==> config.mk <==
export PLATFORM = sky130hd
export DESIGN_NAME = console_mmio_ctrl
export DESIGN_NICKNAME = d
export VERILOG_FILES = /design/src/rtl/console_pkg.sv /design/src/rtl/console_fifo.sv /design/src/rtl/console_mmio_ctrl.sv
export SDC_FILE = /design/constraint.sdc
export NUM_CORES = 1
export LEC_CHECK = 0
export BUFFER_PORTS_ARGS = -buffer_cell sky130_fd_sc_hd__buf_2
export CAP_MARGIN = 20
export CORE_ASPECT_RATIO = 1.4
export CORE_MARGIN = 2
export CORE_UTILIZATION = 57
export CTS_CLUSTER_SIZE = 25
export DETAILED_ROUTE_END_ITERATION = 10
export GPL_TIMING_DRIVEN = 1
export HOLD_SLACK_MARGIN = 0.15
export PLACE_DENSITY = 0.79
export REMOVE_ABC_BUFFERS = 1
export SLEW_MARGIN = 20
export SYNTH_ARGS = -nofsm -noshare
export SYNTH_HDL_FRONTEND = slang
export SYNTH_SLANG_ARGS = --single-unit
==> constraint.sdc <==
create_clock -name clk -period 8.06 [get_ports clk]
set_input_delay 1.612 -clock clk [delete_from_list [all_inputs] [get_ports clk]]
set_output_delay 1.612 -clock clk [all_outputs]
set_load 0.005 [all_outputs]
==> src/rtl/console_pkg.sv <==
// Shared constants, status-word layout and drain FSM encoding for the console controller.
package console_pkg;

  localparam logic [31:0] CONSOLE_ADDR_DEF = 32'h0000_FFFC;
  localparam logic [31:0] STATUS_ADDR_DEF  = 32'h0000_FFF8;

  localparam int unsigned EMPTY_BIT = 0;
  localparam int unsigned FULL_BIT  = 1;
  localparam int unsigned COUNT_LSB = 8;
  localparam int unsigned COUNT_W   = 8;

  typedef enum logic [1:0] {
    IDLE    = 2'd0,
    PRESENT = 2'd1,
    GAP     = 2'd2
  } drain_state_t;

endpackage

==> src/rtl/console_fifo.sv <==
// DEPTH-entry synchronous FIFO; caller guarantees no push when full and no pop when empty.
module console_fifo #(
  parameter int unsigned DEPTH = 8,
  parameter int unsigned WIDTH = 32
) (
  input  logic                     clk,
  input  logic                     reset,
  input  logic                     push,
  input  logic                     pop,
  input  logic [WIDTH-1:0]         wdata,
  output logic [WIDTH-1:0]         head,
  output logic [$clog2(DEPTH):0]   count,
  output logic                     full,
  output logic                     empty
);

  localparam int unsigned AW = $clog2(DEPTH);
  localparam int unsigned CW = AW + 1;

  logic [WIDTH-1:0] mem [DEPTH];
  logic [AW-1:0]    wr_ptr;
  logic [AW-1:0]    rd_ptr;

  // Pointers wrap naturally since DEPTH is a power of two.
  always_ff @(posedge clk) begin
    if (reset) begin
      wr_ptr <= '0;
      rd_ptr <= '0;
      count  <= '0;
    end else begin
      if (push) wr_ptr <= wr_ptr + AW'(1);
      if (pop)  rd_ptr <= rd_ptr + AW'(1);
      case ({push, pop})
        2'b10:   count <= count + CW'(1);
        2'b01:   count <= count - CW'(1);
        default: count <= count;
      endcase
    end
  end

  always_ff @(posedge clk) begin
    if (push) mem[wr_ptr] <= wdata;
  end

  assign head  = mem[rd_ptr];
  assign full  = (count == CW'(DEPTH));
  assign empty = (count == CW'(0));

endmodule

==> src/rtl/console_mmio_ctrl.sv <==
// Memory-mapped console: buffers core stores, paces them out to a valid/ready sink.
// Define CONSOLE_DROP_EN to drop (and count) words on overflow instead of stalling the core.
module console_mmio_ctrl
  import console_pkg::*;
#(
  parameter int unsigned DEPTH        = 8,
  parameter logic [31:0] CONSOLE_ADDR = CONSOLE_ADDR_DEF,
  parameter logic [31:0] STATUS_ADDR  = STATUS_ADDR_DEF,
  parameter int unsigned TX_GAP       = 4
) (
  input  logic        clk,
  input  logic        reset,
  input  logic        memwrite,
  input  logic        memread,
  input  logic [31:0] dataadr,
  input  logic [31:0] writedata,
  output logic        stall,
  output logic [31:0] rdata,
  output logic        tx_valid,
  output logic [31:0] tx_data,
  input  logic        tx_ready,
  output logic [15:0] drop_cnt
);

  localparam int unsigned CW = $clog2(DEPTH) + 1;
  localparam int unsigned GW = (TX_GAP > 0) ? $clog2(TX_GAP + 1) : 1;

  logic          push_req;
  logic          push;
  logic          pop;
  logic          full;
  logic          empty;
  logic [CW-1:0] count;
  logic [31:0]   head;

  drain_state_t  state;
  drain_state_t  state_n;
  logic [GW-1:0] gap_cnt;
  logic [GW-1:0] gap_n;

  // Registered full flag only: a same-cycle pop never unblocks a store.
  assign push_req = memwrite && (dataadr == CONSOLE_ADDR) && !reset;
  assign push     = push_req && !full;

  console_fifo #(
    .DEPTH (DEPTH),
    .WIDTH (32)
  ) u_fifo (
    .clk   (clk),
    .reset (reset),
    .push  (push),
    .pop   (pop),
    .wdata (writedata),
    .head  (head),
    .count (count),
    .full  (full),
    .empty (empty)
  );

  always_comb begin
    rdata = '0;
    if (memread && (dataadr == STATUS_ADDR)) begin
      rdata[COUNT_LSB +: COUNT_W] = COUNT_W'(count);
      rdata[FULL_BIT]             = full;
      rdata[EMPTY_BIT]            = empty;
    end
  end

  always_ff @(posedge clk) begin
    if (reset) begin
      state   <= IDLE;
      gap_cnt <= '0;
    end else begin
      state   <= state_n;
      gap_cnt <= gap_n;
    end
  end

  always_comb begin
    state_n = state;
    gap_n   = gap_cnt;
    pop     = 1'b0;
    case (state)
      IDLE: begin
        if (!empty) state_n = PRESENT;
      end
      PRESENT: begin
        if (tx_ready) begin
          pop   = 1'b1;
          gap_n = GW'(TX_GAP);
          if (TX_GAP > 0)             state_n = GAP;
          else if (count > CW'(1))    state_n = PRESENT;
          else                        state_n = IDLE;
        end
      end
      GAP: begin
        gap_n = gap_cnt - GW'(1);
        if (gap_cnt <= GW'(1)) state_n = empty ? IDLE : PRESENT;
      end
      default: state_n = IDLE;
    endcase
  end

  assign tx_valid = (state == PRESENT);
  assign tx_data  = head;

`ifdef CONSOLE_DROP_EN
  logic [15:0] drop_q;

  // Overflowing stores are discarded; counter saturates rather than wrapping.
  always_ff @(posedge clk) begin
    if (reset) begin
      drop_q <= '0;
    end else if (push_req && full && (drop_q != 16'hFFFF)) begin
      drop_q <= drop_q + 16'd1;
    end
  end

  assign stall    = 1'b0;
  assign drop_cnt = drop_q;
`else
  assign stall    = push_req && full;
  assign drop_cnt = '0;
`endif

endmodule

==> results of run 1 <==
## flip-flops by register name, summed over array words and instances (netlist names), named ones only
register and count:
gap_cnt 3, u_fifo.mem 256, u_fifo.count 4, state 2, u_fifo.wr_ptr 3, u_fifo.rd_ptr 3
## power groups by stage
stage / registers [mW] / logic [mW] / clock network [mW]
after floorplan: 1.58 / 0.00685 / 0
after global placement: 1.58 / 0.0368 / 0
after detailed placement: 1.58 / 0.0400 / 0
after CTS: 1.55 / 0.0401 / 1.11
after global routing: 1.55 / 0.0456 / 1.16
final: 1.55 / 0.0407 / 1.10
## final timing paths
kind	start	to	slack (ns)	depth (start not counted)
setup reg to reg	u_fifo.count[1]$_SDFFE_PP0P_	u_fifo.count[2]$_SDFFE_PP0P_	4.84	10
hold / removal	u_fifo.rd_ptr[1]$_SDFFE_PP0P_	register	0.50	2
hold reg to reg	u_fifo.rd_ptr[1]$_SDFFE_PP0P_	register	0.50	2
setup / recovery	dataadr[26]	rdata[9]	3.28	6
## Yosys cell counts, types with 2 or more instances
master	n
a211oi_1	2
a21oi_1	9
and2_1	5
and3b_1	2
buf_1	3
buf_2	8
buf_4	42
clkbuf_1	14
dfxtp_1	18
edfxtp_1	256
ha_1	7
inv_1	5
mux2_2	33
mux2i_1	3
mux4_2	64
nand2_1	7
nand2b_1	6
nand3_1	3
nand3b_1	2
nand4_1	3
nor2_1	13
nor2b_1	6
nor3_1	6
nor3b_1	2
nor4_1	11
o21ai_0	4
or4_1	2
xor2_1	4
## worst max-delay path: stages
cell and delay (ns):
buf_2 0.10, nor4_1 0.45, nand3_1 0.18, nor4_1 0.51
and2_1 0.20, buf_2 0.11
## stage by stage
step	hold WS [ns]	area, µm²	total power, mW	cells	util
floorplan	0.4641	10730	1.591	525	-
global placement	0.4817	11730	1.619	894	0.6154
detailed placement	0.5062	11730	1.622	894	0.6154
CTS	0.5113	12480	2.705	937	0.6547
global route	0.5618	12480	2.757	937	0.6547
finish	0.5046	12480	2.688	937	0.6547
## metal layers
| layer | vias to the layer above | wire length (µm) | part of all wire | GRT usage |
|---|---|---|---|---|
| li1 | 2385 | - | - | - |
| met1 | 2718 | 7369 | 0.37 | 0.2547 |
| met2 | 201 | 10900 | 0.54 | 0.3639 |
| met3 | 32 | 1418 | 0.070 | 0.03252 |
| met4 | 2 | 453 | 0.022 | 0.06297 |
| met5 | - | 7 | 0.00035 | 0 |
## cell families (layout without fill, tap and decap cells)
logic type | Yosys count | after routing | synth area share
flops | 274 | 274 | 0.7317
simple gates | 72 | 72 | 0.03731
mux | 101 | 101 | 0.1686
other cells | 1 | 42 | 0.0003409
buf+inv | 72 | 169 | 0.03981
xor+xnor | 5 | 5 | 0.003981
compound gates | 19 | 19 | 0.01035
fa+ha+maj | 7 | 7 | 0.007962
## layout make-up
type | instances | share of cell area
flip-flops and latches | 274 | 0.6451
well taps | 248 | 0.02485
clock inverters | 15 | 0.009120
multi-input cells | 246 | 0.2173
clock buffers | 28 | 0.05101
repair buffers | 121 | 0.05111
inverters | 5 | 0.001503
==> flow_summary_export.csv, run 1 <==
group,metric,value,unit
outcome,status,"finished, final reports clean",
grt,grt_max_degree,65,
synth,ys_warn_count,0,
timing,timing.setup.tns,0,ns
grt,grt_pass1_vias,5634,
cells_and_area,diodes,0,
synth,synth_top_area_frac,0.6989,
clock_tree,holdBufCountCts,0,
clock_tree,htreeDepth,1,
synth,synth_top_cell_by_area,"edfxtp_1",
routing,drt_iter0_markers,513,
floorplan,fp-row-count,60,
power_and_ir_drop,p_clk_frac,0.408,
routing,ant_nets,0,
synth,synth.cell_area,11000,µm²
critical_path,critPathMaxFanout,5,
clock_tree,clock_sinks,274,
cells_and_area,regArea,8054,µm²
placed_design,dpl_worst_slack,3.290,ns
power_and_ir_drop,internal-power,2.191,mW
clock_tree,clk_latency,0.51,ns
synth,synth_seq_area_share,0.7317,
timing,worst_slack,3.284,ns
cells_and_area,layout_common_cells,"edfxtp_1, buf_2, mux4_2",
cells_and_area,layout-drive-gt1-share,0.3774,
synth,synthArstFlopShare,0,
routing,avgViaCountPerCell,5.697,
clock_tree,clockBufferDepth,3,
timing,hold_violations,0,
power_and_ir_drop,sw_frac_of_total,0.1849,
power_and_ir_drop,power_frac_comb,0.015,
cells_and_area,fin_nets,748,
floorplan,start_util,0.5768,
critical_path,worstSetupPathType,"in -> out",
grt,gr-usage-all-layers,0.2034,
clock_tree,post_cts_buffers,0,
power_and_ir_drop,p_sw,497.1,µW
timing,clock_skew,0.008317,ns
synth,syn_inst,551,
synth,ys_seq_elements,274,
power_and_ir_drop,p_seq_frac,0.577,
placed_design,post-dp-hpwl,11820,µm
routing,routed_wl,20140,µm
power_and_ir_drop,max-vdd-ir-drop,166.9,µV
job,cap_violations,0,
timing,worst_pin_slew,0.9713,ns
synth,synth_top_flop_cell,"edfxtp_1",
power_and_ir_drop,p_leak,4.158,nW
timing,slew_headroom,0.3524,
clock_tree,ctsResizeCount,0,
floorplan,dieArea,20440,µm²
floorplan,die_w,121.4,µm
grt,grt-ovfl-total,0,
timing,finalMaxSlewViolations,0,
routing,drt_pre_antenna_iters,4,
cells_and_area,multi_input_area,2713,µm²
grt,grt_pass1_wl,31170,µm
critical_path,startpoint_type,"input port",
placed_design,port_buffers,108,
placed_design,place_congestion,0.7607,
timing,timing.fmax,0.2094,GHz
timing,period_minus_slack,4.776,ns
critical_path,cp.required,6.45,ns
routing,drc,0,
timing,rsz0062_at_grt,"no",
timing,finalSetupViolations,0,
floorplan,fp.dieH,168.4,µm
floorplan,core_region_area,19070,µm²
critical_path,arrival,3.16,ns
clock_tree,numCtsBuffers,24,
grt,antenna_found_initial,1,
timing,fin_crit_sh,0.5925,
synth,synth_cell_type_count,39,
synth,synth.avg_cell_area,19.96,µm²
synth,synth-edff-count,256,
cells_and_area,layout_commonest_cell,"edfxtp_1",
synth,synth.area.top_cells,"edfxtp_1, mux4_2, mux2_2",
routing,via_count,5338,
power_and_ir_drop,power.density,215.3,nW/µm²
clock_tree,clkSlewWorstSetupHoldPaths,0.06,ns
floorplan,pin_count,151,
critical_path,end_kind,"primary output",
routing,wl_per_cell,21.50,µm
clock_tree,cts_root_buf,"clkbuf_16",
clock_tree,cts_tree,"built",
min_path,hp-class,"reg -> reg",
cells_and_area,area_growth_syn_to_layout,13.50,%
cells_and_area,fillCellCount,1247,
(Power assumes the default switching activity.)
==> run 2, diff against run 1 <==
- clock period: 8.06 -> 4.4 ns (I/O delays scaled with it)
==> flow_summary_export.csv, run 2 (synthesis results as in run 1) <==
group,metric,value,unit
power_and_ir_drop,p_sw,887.7,µW
clock_tree,holdBufCountCts,0,
power_and_ir_drop,p_clk_frac,0.389,
cells_and_area,fin_util,0.6532,
placed_design,port_buffers,108,
power_and_ir_drop,max-vdd-ir-drop,253.7,µV
outcome,status,"finished, final reports clean",
timing,worst_pin_slew,1.004,ns
power_and_ir_drop,power.density,383.3,nW/µm²
critical_path,cp.required,3.52,ns
power_and_ir_drop,p_leak,4.133,nW
power_and_ir_drop,p_seq_frac,0.595,
clock_tree,cts_root_buf,"clkbuf_16",
cells_and_area,fillCellCount,1264,
floorplan,dieArea,20440,µm²
routing,drt_pre_antenna_iters,4,
routing,drt_iter0_markers,472,
routing,ant_nets,0,
critical_path,max_stage_delay,0.77,ns
grt,gr-usage-all-layers,0.1978,
cells_and_area,diodes,0,
cells_and_area,largest_register_ffs,256,
min_path,holdPathStages,2,
placed_design,dpl_worst_slack,1.079,ns
cells_and_area,biggestRegsByFlops,"u_fifo.mem (256), u_fifo.count (4)",
critical_path,r2r_slack,1.60,ns
critical_path,arrival,2.61,ns
critical_path,end_kind,"primary output",
floorplan,fp.dieH,168.4,µm
grt,grt_pass1_vias,5550,
routing,avgViaCountPerCell,5.677,
critical_path,slowest_stage,"dfxtp_4",
timing,worst_slack,0.9114,ns
cells_and_area,layout-drive-gt1-share,0.3810,
cells_and_area,finalInstanceArea,12460,µm²
cells_and_area,fin_nets,750,
clock_tree,post_cts_buffers,0,
grt,antenna_found_initial,1,
clock_tree,ctsResizeCount,0,
grt,grt_util_met1,0.2563,
job,cap_violations,0,
routing,drc,0,
critical_path,worstSetupPathType,"reg -> out",
cells_and_area,largest-register,"u_fifo.mem",
timing,slew_headroom,0.3308,
cells_and_area,area_growth_syn_to_layout,13.24,%
timing,period_minus_slack,3.489,ns
routing,via_count,5297,
critical_path,rr_endpoint,"u_fifo.count[2]$_SDFFE_PP0P_",
clock_tree,clock_sinks,274,
cells_and_area,layout_commonest_cell,"edfxtp_1",
timing,finalMaxSlewViolations,0,
timing,fin_crit_sh,0.7929,
placed_design,postPlaceCellArea,11770,µm²
critical_path,reg2reg_depth,11,
floorplan,die_w,121.4,µm
power_and_ir_drop,internal-power,3.886,mW
power_and_ir_drop,power_frac_comb,0.015,
clock_tree,numCtsBuffers,24,
critical_path,crit_end,"tx_data[18]",
grt,grt_use_met3,0.02778,
min_path,hp-class,"reg -> reg",
clock_tree,cts_tree,"built",
clock_tree,clk_latency,0.51,ns
placed_design,post-dp-hpwl,11580,µm
critical_path,crit_chain,"buf_4 > mux4_2 > mux2_2 > buf_2",
power_and_ir_drop,sw_frac_of_total,0.1859,
cells_and_area,layout_common_cells,"edfxtp_1, buf_2, mux4_2",
critical_path,critPathMaxFanout,34,
floorplan,fp-row-count,60,
floorplan,core_region_area,19070,µm²
grt,grt-ovfl-total,0,
placed_design,place_congestion,0.7943,
critical_path,rr_startpoint,"u_fifo.count[1]$_SDFFE_PP0P_",
grt,grt_pass1_wl,30420,µm
routing,routed_wl,19900,µm
clock_tree,htreeDepth,1,
clock_tree,clkSlewWorstSetupHoldPaths,0.06,ns
timing,finalSetupViolations,0,
critical_path,startpoint_type,"register",
timing,clock_skew,0.01396,ns
timing,timing.fmax,0.2867,GHz
routing,wl_per_cell,21.33,µm
floorplan,start_util,0.5768,
grt,grt_util_met2,0.3532,
grt,grt_max_degree,37,
clock_tree,clockBufferDepth,3,
timing,hold_violations,0,
floorplan,pin_count,151,
timing,rsz0062_at_grt,"no",
grt,busiest_layer,"met2",
-- run 2: cell types whose count changed in the layout (fill, tap and decap cells not counted) --
cell        previous run  this run
clkinv_1               9         5
buf_12                 0         2
bufinv_16              2         0
clkinvlp_4             0         2
clkbuf_1               3         2
clkinv_2               4         3
-- run 2: area by class of cell --
class	instances	area [µm²]	share of cell area
inverter	5	18.77	0.001507
sequential	274	8054	0.6466
clock inverter	10	48.80	0.003918
clock buffer	27	633.1	0.05083
timing repair buffer	123	678.2	0.05444
multi-input combinational	246	2713	0.2178
tap	248	310.3	0.02491
-- run 2: how the worst min path moves through the flow --
stage	to	start	slack, ns
after floorplan	register	u_fifo.rd_ptr[1]$_SDFFE_PP0P_	0.46
after global placement	register	u_fifo.rd_ptr[1]$_SDFFE_PP0P_	0.48
after detailed placement	register	u_fifo.rd_ptr[1]$_SDFFE_PP0P_	0.50
after CTS	register	u_fifo.rd_ptr[1]$_SDFFE_PP0P_	0.51
after global routing	register	u_fifo.rd_ptr[1]$_SDFFE_PP0P_	0.55
final	register	u_fifo.rd_ptr[1]$_SDFFE_PP0P_	0.51
-- run 2: per-stage QoR --
step | total power, mW | hold WS, ns | cells | TNS (ns)
finish | 4.774 | 0.5066 | 933 | 0
global route | 4.895 | 0.5509 | 933 | 0
CTS | 4.804 | 0.5079 | 933 | 0
detailed placement | 2.970 | 0.4995 | 896 | 0
global placement | 2.963 | 0.4808 | 896 | 0
floorplan | 2.914 | 0.4641 | 525 | -165.22
-- run 2: critical path, delay by kind of cell, from the launching register on --
family / cells / cell delay, ns
flip-flops: 1 / 0.77
buffers and inverters: 2 / 0.49
multiplexers: 2 / 0.80
-- run 2: power groups by stage --
stage                     registers (mW)  logic [mW]  clock network [mW]
after floorplan                     2.90      0.0125                   0
after global placement              2.90      0.0645                   0
after detailed placement            2.90      0.0709                   0
after CTS                           2.84      0.0715                1.89
after global routing                2.84      0.0820                1.97
final                               2.84      0.0726                1.86
-- run 2: layer usage --
layer,share of wire,wire length (µm)
met3,0.053,1056
met1,0.39,7742
met4,0.020,393
met5,0.00065,13
met2,0.54,10690
